--- src/rtl/stack_op_sequencer.sv ---
// stack_op_sequencer: turns one decoded stack request (PUSH/POP/CALL/RET/INT/RTI)
// into a back-to-back sequence of 16-bit stack memory operations. It gathers
// popped words into pop_data / pc_out / flags_out and strobes them in DONE.
module stack_op_sequencer (
  input  logic        clk,
  input  logic        rst,
  input  logic        req_valid,
  output logic        req_ready,
  input  logic [2:0]  req_op,
  input  logic [15:0] req_data,
  input  logic [31:0] pc_in,
  input  logic [2:0]  flags_in,
  input  logic [15:0] mem_data,
  output logic        MemRead,
  output logic        MemWrite,
  output logic        SPOrALUres,
  output logic [1:0]  SPOpeartion,
  output logic [15:0] RegSrc,
  output logic [15:0] pop_data,
  output logic        pop_valid,
  output logic [31:0] pc_out,
  output logic        pc_valid,
  output logic [2:0]  flags_out,
  output logic        flags_valid
);

  typedef enum logic [2:0] {S_IDLE, S_OP1, S_OP2, S_OP3, S_DONE} state_t;
  // Destination of a popped word; it travels with the read so that the
  // word arriving one cycle later lands in the right register.
  typedef enum logic [1:0] {SL_POP, SL_PCLO, SL_PCHI, SL_FLG} slot_t;

  localparam logic [2:0] OP_PUSH = 3'd0;
  localparam logic [2:0] OP_POP  = 3'd1;
  localparam logic [2:0] OP_CALL = 3'd2;
  localparam logic [2:0] OP_RET  = 3'd3;
  localparam logic [2:0] OP_INT  = 3'd4;
  localparam logic [2:0] OP_RTI  = 3'd5;

  state_t      r_state, w_nxt;
  logic [2:0]  r_op, r_flags;
  logic [15:0] r_data;
  logic [31:0] r_pc;

  logic        r_MemRead, r_MemWrite;
  logic [1:0]  r_SPOp;
  logic [15:0] r_RegSrc;
  slot_t       r_slot;

  logic        r_cap_vld;
  slot_t       r_cap_slot;
  logic [15:0] r_pop_data;
  logic [31:0] r_pc_out;
  logic [2:0]  r_flags_out;
  logic        r_pop_valid, r_pc_valid, r_flags_valid;

  logic        w_idle, w_accept;
  logic [2:0]  w_op, w_flags;
  logic [15:0] w_data;
  logic [31:0] w_pc;
  logic [1:0]  w_nops;
  logic        w_push, w_pop;
  logic [15:0] w_word;
  slot_t       w_slot;

  assign w_idle   = (r_state == S_IDLE);
  assign w_accept = w_idle & req_valid;
  // In IDLE the request fields are used directly so OP1 can be set up on
  // the acceptance edge; afterwards the latched copies drive the sequence.
  assign w_op     = w_idle ? req_op   : r_op;
  assign w_data   = w_idle ? req_data : r_data;
  assign w_pc     = w_idle ? pc_in    : r_pc;
  assign w_flags  = w_idle ? flags_in : r_flags;

  // Number of memory operations each opcode needs; unknown opcodes need none.
  always_comb begin
    w_nops = 2'd0;
    case (w_op)
      OP_PUSH, OP_POP: w_nops = 2'd1;
      OP_CALL, OP_RET: w_nops = 2'd2;
      OP_INT,  OP_RTI: w_nops = 2'd3;
      default:         w_nops = 2'd0;
    endcase
  end

  // Next-state logic: one op per cycle, then a single DONE cycle.
  always_comb begin
    w_nxt = r_state;
    case (r_state)
      S_IDLE:  if (req_valid) w_nxt = (w_nops == 2'd0) ? S_DONE : S_OP1;
      S_OP1:   w_nxt = (w_nops > 2'd1) ? S_OP2 : S_DONE;
      S_OP2:   w_nxt = (w_nops > 2'd2) ? S_OP3 : S_DONE;
      S_OP3:   w_nxt = S_DONE;
      S_DONE:  w_nxt = S_IDLE;
      default: w_nxt = S_IDLE;
    endcase
  end

  // Decode the memory operation of the state being entered, so the
  // memory-side outputs can be registered without adding latency.
  always_comb begin
    w_push = 1'b0;
    w_pop  = 1'b0;
    w_word = 16'h0000;
    w_slot = SL_POP;
    case (w_nxt)
      S_OP1: begin
        case (w_op)
          OP_PUSH:        begin w_push = 1'b1; w_word = w_data;       end
          OP_POP:         begin w_pop  = 1'b1; w_slot = SL_POP;       end
          OP_CALL, OP_INT: begin w_push = 1'b1; w_word = w_pc[31:16]; end
          OP_RET:         begin w_pop  = 1'b1; w_slot = SL_PCLO;      end
          OP_RTI:         begin w_pop  = 1'b1; w_slot = SL_FLG;       end
          default: ;
        endcase
      end
      S_OP2: begin
        case (w_op)
          OP_CALL, OP_INT: begin w_push = 1'b1; w_word = w_pc[15:0]; end
          OP_RET:         begin w_pop  = 1'b1; w_slot = SL_PCHI;     end
          OP_RTI:         begin w_pop  = 1'b1; w_slot = SL_PCLO;     end
          default: ;
        endcase
      end
      S_OP3: begin
        case (w_op)
          OP_INT: begin w_push = 1'b1; w_word = {13'b0, w_flags}; end
          OP_RTI: begin w_pop  = 1'b1; w_slot = SL_PCHI;          end
          default: ;
        endcase
      end
      default: ;
    endcase
  end

  // State register; reset abandons any sequence in flight.
  always_ff @(posedge clk) begin
    if (rst) r_state <= S_IDLE;
    else     r_state <= w_nxt;
  end

  // Latch the request fields once, at acceptance only.
  always_ff @(posedge clk) begin
    if (rst) begin
      r_op    <= 3'd0;
      r_data  <= 16'h0000;
      r_pc    <= 32'h0;
      r_flags <= 3'd0;
    end else if (w_accept) begin
      r_op    <= req_op;
      r_data  <= req_data;
      r_pc    <= pc_in;
      r_flags <= flags_in;
    end
  end

  // Registered memory-side controls for the upcoming op cycle.
  always_ff @(posedge clk) begin
    if (rst) begin
      r_MemWrite <= 1'b0;
      r_MemRead  <= 1'b0;
      r_SPOp     <= 2'b00;
      r_RegSrc   <= 16'h0000;
      r_slot     <= SL_POP;
    end else begin
      r_MemWrite <= w_push;
      r_MemRead  <= w_pop;
      r_SPOp     <= w_push ? 2'b01 : (w_pop ? 2'b10 : 2'b00);
      r_RegSrc   <= w_push ? w_word : 16'h0000;
      r_slot     <= w_slot;
    end
  end

  // Capture read data the cycle after each pop into its destination slot.
  always_ff @(posedge clk) begin
    if (rst) begin
      r_cap_vld   <= 1'b0;
      r_cap_slot  <= SL_POP;
      r_pop_data  <= 16'h0000;
      r_pc_out    <= 32'h0;
      r_flags_out <= 3'd0;
    end else begin
      r_cap_vld  <= r_MemRead;
      r_cap_slot <= r_slot;
      if (r_cap_vld) begin
        case (r_cap_slot)
          SL_POP:  r_pop_data      <= mem_data;
          SL_PCLO: r_pc_out[15:0]  <= mem_data;
          SL_PCHI: r_pc_out[31:16] <= mem_data;
          SL_FLG:  r_flags_out     <= mem_data[2:0];
          default: ;
        endcase
      end
    end
  end

  // Result strobes fire for the single DONE cycle of the matching op.
  always_ff @(posedge clk) begin
    if (rst) begin
      r_pop_valid   <= 1'b0;
      r_pc_valid    <= 1'b0;
      r_flags_valid <= 1'b0;
    end else begin
      r_pop_valid   <= (w_nxt == S_DONE) && (w_op == OP_POP);
      r_pc_valid    <= (w_nxt == S_DONE) && ((w_op == OP_RET) || (w_op == OP_RTI));
      r_flags_valid <= (w_nxt == S_DONE) && (w_op == OP_RTI);
    end
  end

  assign req_ready   = w_idle;
  assign MemRead     = r_MemRead;
  assign MemWrite    = r_MemWrite;
  // Stack ops always address through SP.
  assign SPOrALUres  = 1'b0;
  assign SPOpeartion = r_SPOp;
  assign RegSrc      = r_RegSrc;

  // The last pop's word arrives during DONE, so the capture cycle forwards
  // mem_data straight through; results then hold from the registers.
  assign pop_data  = (r_cap_vld && r_cap_slot == SL_POP) ? mem_data : r_pop_data;
  assign pc_out    = {(r_cap_vld && r_cap_slot == SL_PCHI) ? mem_data : r_pc_out[31:16],
                      (r_cap_vld && r_cap_slot == SL_PCLO) ? mem_data : r_pc_out[15:0]};
  assign flags_out = (r_cap_vld && r_cap_slot == SL_FLG) ? mem_data[2:0] : r_flags_out;

  assign pop_valid   = r_pop_valid;
  assign pc_valid    = r_pc_valid;
  assign flags_valid = r_flags_valid;

endmodule

--- config.mk ---
export PLATFORM = sky130hd
export DESIGN_NAME = stack_op_sequencer
export DESIGN_NICKNAME = d
export VERILOG_FILES = /design/src/rtl/stack_op_sequencer.sv
export SDC_FILE = /design/constraint.sdc
export NUM_CORES = 1
export LEC_CHECK = 0
export CORE_ASPECT_RATIO = 1.1
export CORE_MARGIN = 4
export CORE_UTILIZATION = 40
export DETAILED_ROUTE_END_ITERATION = 8
export GPL_TIMING_DRIVEN = 0
export PLACE_DENSITY = 0.8
export SLEW_MARGIN = 20
export SYNTH_ARGS = -nofsm -noshare
export SYNTH_HDL_FRONTEND = slang
export SYNTH_SLANG_ARGS = --single-unit
--- constraint.sdc ---
create_clock -name clk -period 1.45 [get_ports clk]
set_input_delay 0.145 -clock clk [delete_from_list [all_inputs] [get_ports clk]]
set_output_delay 0.145 -clock clk [all_outputs]
set_load 0.02 [all_outputs]
# After elaboration in Yosys (flattened, before gate mapping)
# Cells that the tools add are included.
# Widths: inputs -> output; s select.
# totals
in_bits,73
ff_bits,136
wordCells,96
out_inout_bits,76
# classes
bitwise,2
reduce_logical,25
n_lt_le_gt_ge,2
mux,32
eq_ne,15
# ops
operator,count
$mux 16,5
$pmux 16 s3,1
$mux 32,1
$pmux 16 s2,1
$mux 3,8
$eq 3x2->1 const B,6
$reduce_or 2->1,7
$pmux 2 s3,2
$pmux 3 s4,1
$eq 3x1->1 const B,3
$eq 3x3->1 const B,3
$pmux 2 s2,2
$reduce_and 2->1,4
$logic_and 1x1->1,7
$mux 1,7
$logic_not 3->1,2
$pmux 1 s3,2
$reduce_or 3->1,2
$eq 2x2->1 const B,2
$logic_not 2->1,2
$mux 2,2
$eq 2x1->1 const B,1
$gt 2x1->1 const B,1
$gt 2x2->1 const B,1
other kinds (3),3

# Logic depth before layout (Yosys ltp)
# logic_depth
word_depth,13
depth_mapped,7
depth_no_buf,4

# Worst setup path before layout
# No wires, ideal clock.
# synth_path
kind,reg2reg
start,register r_cap_vld
end,register r_pop_data[0]
stages_incl_launch_ff,5
path_buffers,1
required_ps,1335
setup_time_ps,115
t_arrival_ps,1567
slack_ps,-231
period_less_slack_ps,1681
cell_sequence,dfxtp_1 -> nor3b_2 -> buf_2 -> mux2_2 -> and2_1
# synth_between
elab_chain_cells,1
# synth_lines
element,line_no,text
"start, declared",49,logic r_cap_vld;
"start signal, assigned",182,r_cap_vld <= r_MemRead;
$reduce_and 2->1 (no source line),-,
"end signal, assigned",186,SL_POP: r_pop_data <= mem_data;
"end, declared",51,logic [15:0] r_pop_data;
# Every way passes these cells.
# A chain may end at the register's enable or synchronous reset.

# Final worst setup path
# layout_path
start,register r_cap_slot[1]
end,output port pop_data[11]
# layout_between
elab_chain_cells,3
# layout_lines
element,line_no,text
"start, declared",50,slot_t r_cap_slot;
"start signal, assigned",183,r_cap_slot <= r_slot;
$logic_not 2->1,219,assign pop_data = (r_cap_vld && r_cap_slot == SL_POP) ? mem_data : r_pop_data;
$logic_and 1x1->1,219,
$mux 16,219,
"end, declared",19,"output logic [15:0] pop_data,"
# Every way passes these cells.

==> flow_summary_export.csv <==
group,metric,value,unit
run_status,status,"finished with violations",
run_status,violations,"setup timing",
synthesis,synthTopCellsByArea,"dfxtp_1 (49%), mux2_2 (14%), and2_1 (7.7%)",
floorplan,die-area,12200,sq um
placement,placed_cell_area,6010,sq um
synthesis,syn_inst,427,
floorplan,initial_utilization,0.407,
clocking,cts_root_buf,"clkbuf_16",
routing,via_per_inst,5.19,
synthesis,syn_area,4210,sq um
worst_setup_path,path_class,"register to output pin",
clocking,htreeDepth,3,
worst_setup_path,timing.rr.end,"r_state[2]",
hold_path,hp-start,"rst",
synthesis,ys_seq_area_frac,0.490,
run,cap_violations,0,
global_routing,overflow,0,
sta,max_freq,551,MHz
clocking,worst_skew_pair.late_latency,340,ps
worst_setup_path,rrSetupSlack,-180,ps
floorplan,die_w,106,um
sta,maxSlewHeadroom,0.632,
finish,fin_nets,701,
synthesis,async_flop_share,0,
clocking,path_clk_slew,70,ps
pwr,power_leakage,3.13,nW
global_routing,antenna_found_initial,0,
sta,finalMaxSlewViolations,0,
sta,fin_crit,1810,ps
placement,io_buffers,146,
floorplan,die_h,116,um
worst_setup_path,rr_startpoint,"r_state[1]",
sta,tightest_slew,552,ps
floorplan,coreArea,10300,sq um
sta,hold_viol,0,
worst_setup_path,cp_data_required_time,1310,ps
placement,dp_cells,716,
routing,drtPass1Iterations,4,
worst_setup_path,critical_path_arrival,1670,ps
worst_setup_path,end_kind,"output pin",
finish,n_antenna_cell,0,
worst_setup_path,r2r_cells,8,
global_routing,grtUsageTotal,0.210,
routing,drt-initial-drc-count,166,
synthesis,synth_edf_count,0,
routing,wl_per_cell,18.9,um
sta,fin_crit_sh,1.25,
synthesis,synth_cell_type_count,43,
global_routing,grt_pass1_vias,4067,
pwr,peakVddDrop,0.645,mV
floorplan,rows,39,
finish,instances_no_fill,776,
worst_setup_path,worstPathMaxFanout,6,
synthesis,syn_area_per_cell,9.85,sq um
sta,setup_viol,96,
sta,rsz0062_at_grt,"true",
pwr,p_per_area,866,nW/um^2
clocking,cts_tree,"built",
routing,drtAntennaViolNets,0,
synthesis,synth_top_area_frac,0.490,
placement,place.gp.congestion,0.902,
synthesis,ys.warnings.count,0,
pwr,total_power,0.00638,W
finish,areaGrowthSynthToFinish,75.1,%
routing,vias,4029,
hold_path,holdCritPathClass,"input port to register",
global_routing,grt_pass1_wl,20.7,mm
finish,final_cell_area,7370,sq um
synthesis,syn_nets,500,
synthesis,synth-main-ff-cell,"dfxtp_1",
finish,drive_gt1_frac,0.458,
clocking,cts_buffer_depth,2,
routing,drc,0,
sta,finClkSkew,6.71,ps
hold_path,whs_path_depth,3,
worst_setup_path,setup.worst_path.start_class,"register",
sta,fin_ws,-364,ps
routing,drt-total-wl,14.7,mm
hold_path,holdPathEnd,"r_pc[13]",
placement,hpwl,9.04,mm
clocking,cts_sinks,103,
global_routing,grt_max_degree,19,
synthesis,ys_seq_elements,103,
clocking,cts_buffers,9,
floorplan,io_pins,149,
synthesis,synth_top_cell_by_area,"dfxtp_1",
==> registers in the layout (all words and copies together) (netlist names), 2 cells and up <==
register,cells
RegSrc,16
r_cap_slot,2
r_flags,3
r_flags_out,3
r_op,3
r_pc,16
r_pc_out,32
r_pop_data,16
r_slot,2
r_state,3
==> critical path, stage by stage, from the launching register on <==
cell and delay [ps]:
dfxtp_4 360, nor3b_4 310, buf_6 200, mux2_4 330
buf_6 140
==> worst max path at each step <==
| stage | cells past startpoint | slack [ps] | startpoint | endpoint |
|---|---|---|---|---|
| 3_3_place_gp | 4 | -550 | r_cap_slot[1] | pc_out[15] |
| 5_1_grt | 4 | -420 | r_cap_slot[1] | pc_out[13] |
| 6_report | 4 | -360 | r_cap_slot[1] | pop_data[11] |
| 3_5_place_dp | 4 | -570 | r_cap_slot[1] | pc_out[0] |
| 4_1_cts | 4 | -360 | r_cap_slot[1] | pop_data[4] |
| 2_1_floorplan | 4 | -30 | r_cap_slot[0] | r_pop_data[0] |
==> kinds of logic (layout without fill, tap and decap cells) <==
logic type | after synthesis | count (layout) | synth area share
buf+inv | 37 | 243 | 0.0431
flops | 103 | 103 | 0.490
mux | 56 | 56 | 0.150
other cells | 1 | 1 | 0.000891
compound gates | 67 | 67 | 0.103
simple gates | 160 | 160 | 0.207
xor+xnor | 3 | 3 | 0.00625
==> repair_timing <==
action,in CTS,in global routing
pin swaps,17,27
cloned,3,2
hold buffers,0,0
gates resized for setup,381,129
setup buffers,33,14
setup endpoints to repair,126,134
==> layer usage <==
metal  GRT usage  vias to the layer above  part of all wire
li1            -                     1864                 -
met1       0.242                     1929              0.39
met2       0.389                      195              0.53
met3      0.0485                       41             0.055
met4      0.0648                        0             0.030
met5           0                        -                 0
==> final cells by class <==
type                    instances  area (sq um)
plain buffers                  31           267
clock buffers                   9           225
clock inverters                 7          53.8
fillers                       716          2980
inverters                       3          11.3
multi-input cells             287          2570
flip-flops and latches        103          2090
well taps                     143           179
repair buffers                193          1980
==> power breakdown <==
| group | switching (W) | internal (W) | total [W] |
|---|---|---|---|
| clock network | 0.00112 | 0.00118 | 0.00231 |
| logic | 0.000528 | 0.000586 | 0.00111 |
| registers | 0.0000678 | 0.00289 | 0.00296 |
==> metrics by stage <==
| step | setup WS, ps | utilization | setup TNS (ps) | hold WS [ps] |
|---|---|---|---|---|
| after CTS | -355 | 0.668 | -16530 | 238 |
| after floorplan | -34.5 | - | -564 | 278 |
| after detailed placement | -568 | 0.581 | -43610 | 430 |
| final | -364 | 0.712 | -19340 | 293 |
| after global placement | -550 | 0.581 | -40360 | 427 |
| after global routing | -422 | 0.712 | -25410 | 316 |
==> cells in the final DEF, fill, tap and decap left out, types with 3 or more instances in the layout <==
master / n
nor2b_4: 3
dfxtp_1: 95
and2_1: 31
nand2_1: 46
buf_4: 29
mux2_2: 9
nor3_1: 3
a32oi_1: 14
nor2_1: 6
dlymetal6s2s_1: 6
nor3_2: 3
nor3_4: 3
nand2_4: 8
buf_6: 79
a21oi_2: 24
a21oi_1: 16
buf_8: 3
clkbuf_16: 10
nand3b_1: 4
dfxtp_4: 6
mux2i_1: 4
clkbuf_1: 10
clkdlybuf4s15_2: 3
nor2b_1: 3
clkdlybuf4s50_1: 87
nand2_2: 6
buf_2: 3
nor4_4: 3
and2_4: 21
and3_4: 3
mux2_4: 43
==> synth_stat cells, types with 2 or more instances <==
cell / number
a21oi_1: 42
a222oi_1: 2
a22oi_1: 2
a32oi_1: 14
and2_1: 52
and3_1: 3
buf_2: 10
buf_4: 4
buf_6: 2
clkbuf_1: 18
dfxtp_1: 103
inv_1: 3
mux2_2: 51
mux2i_1: 4
nand2_1: 60
nand3_1: 2
nand3b_1: 4
nor2_1: 9
nor2b_1: 7
nor3_1: 7
nor4_1: 4
o22ai_1: 2
xor2_1: 2
No activity file was read; power rests on OpenSTA's default activity.
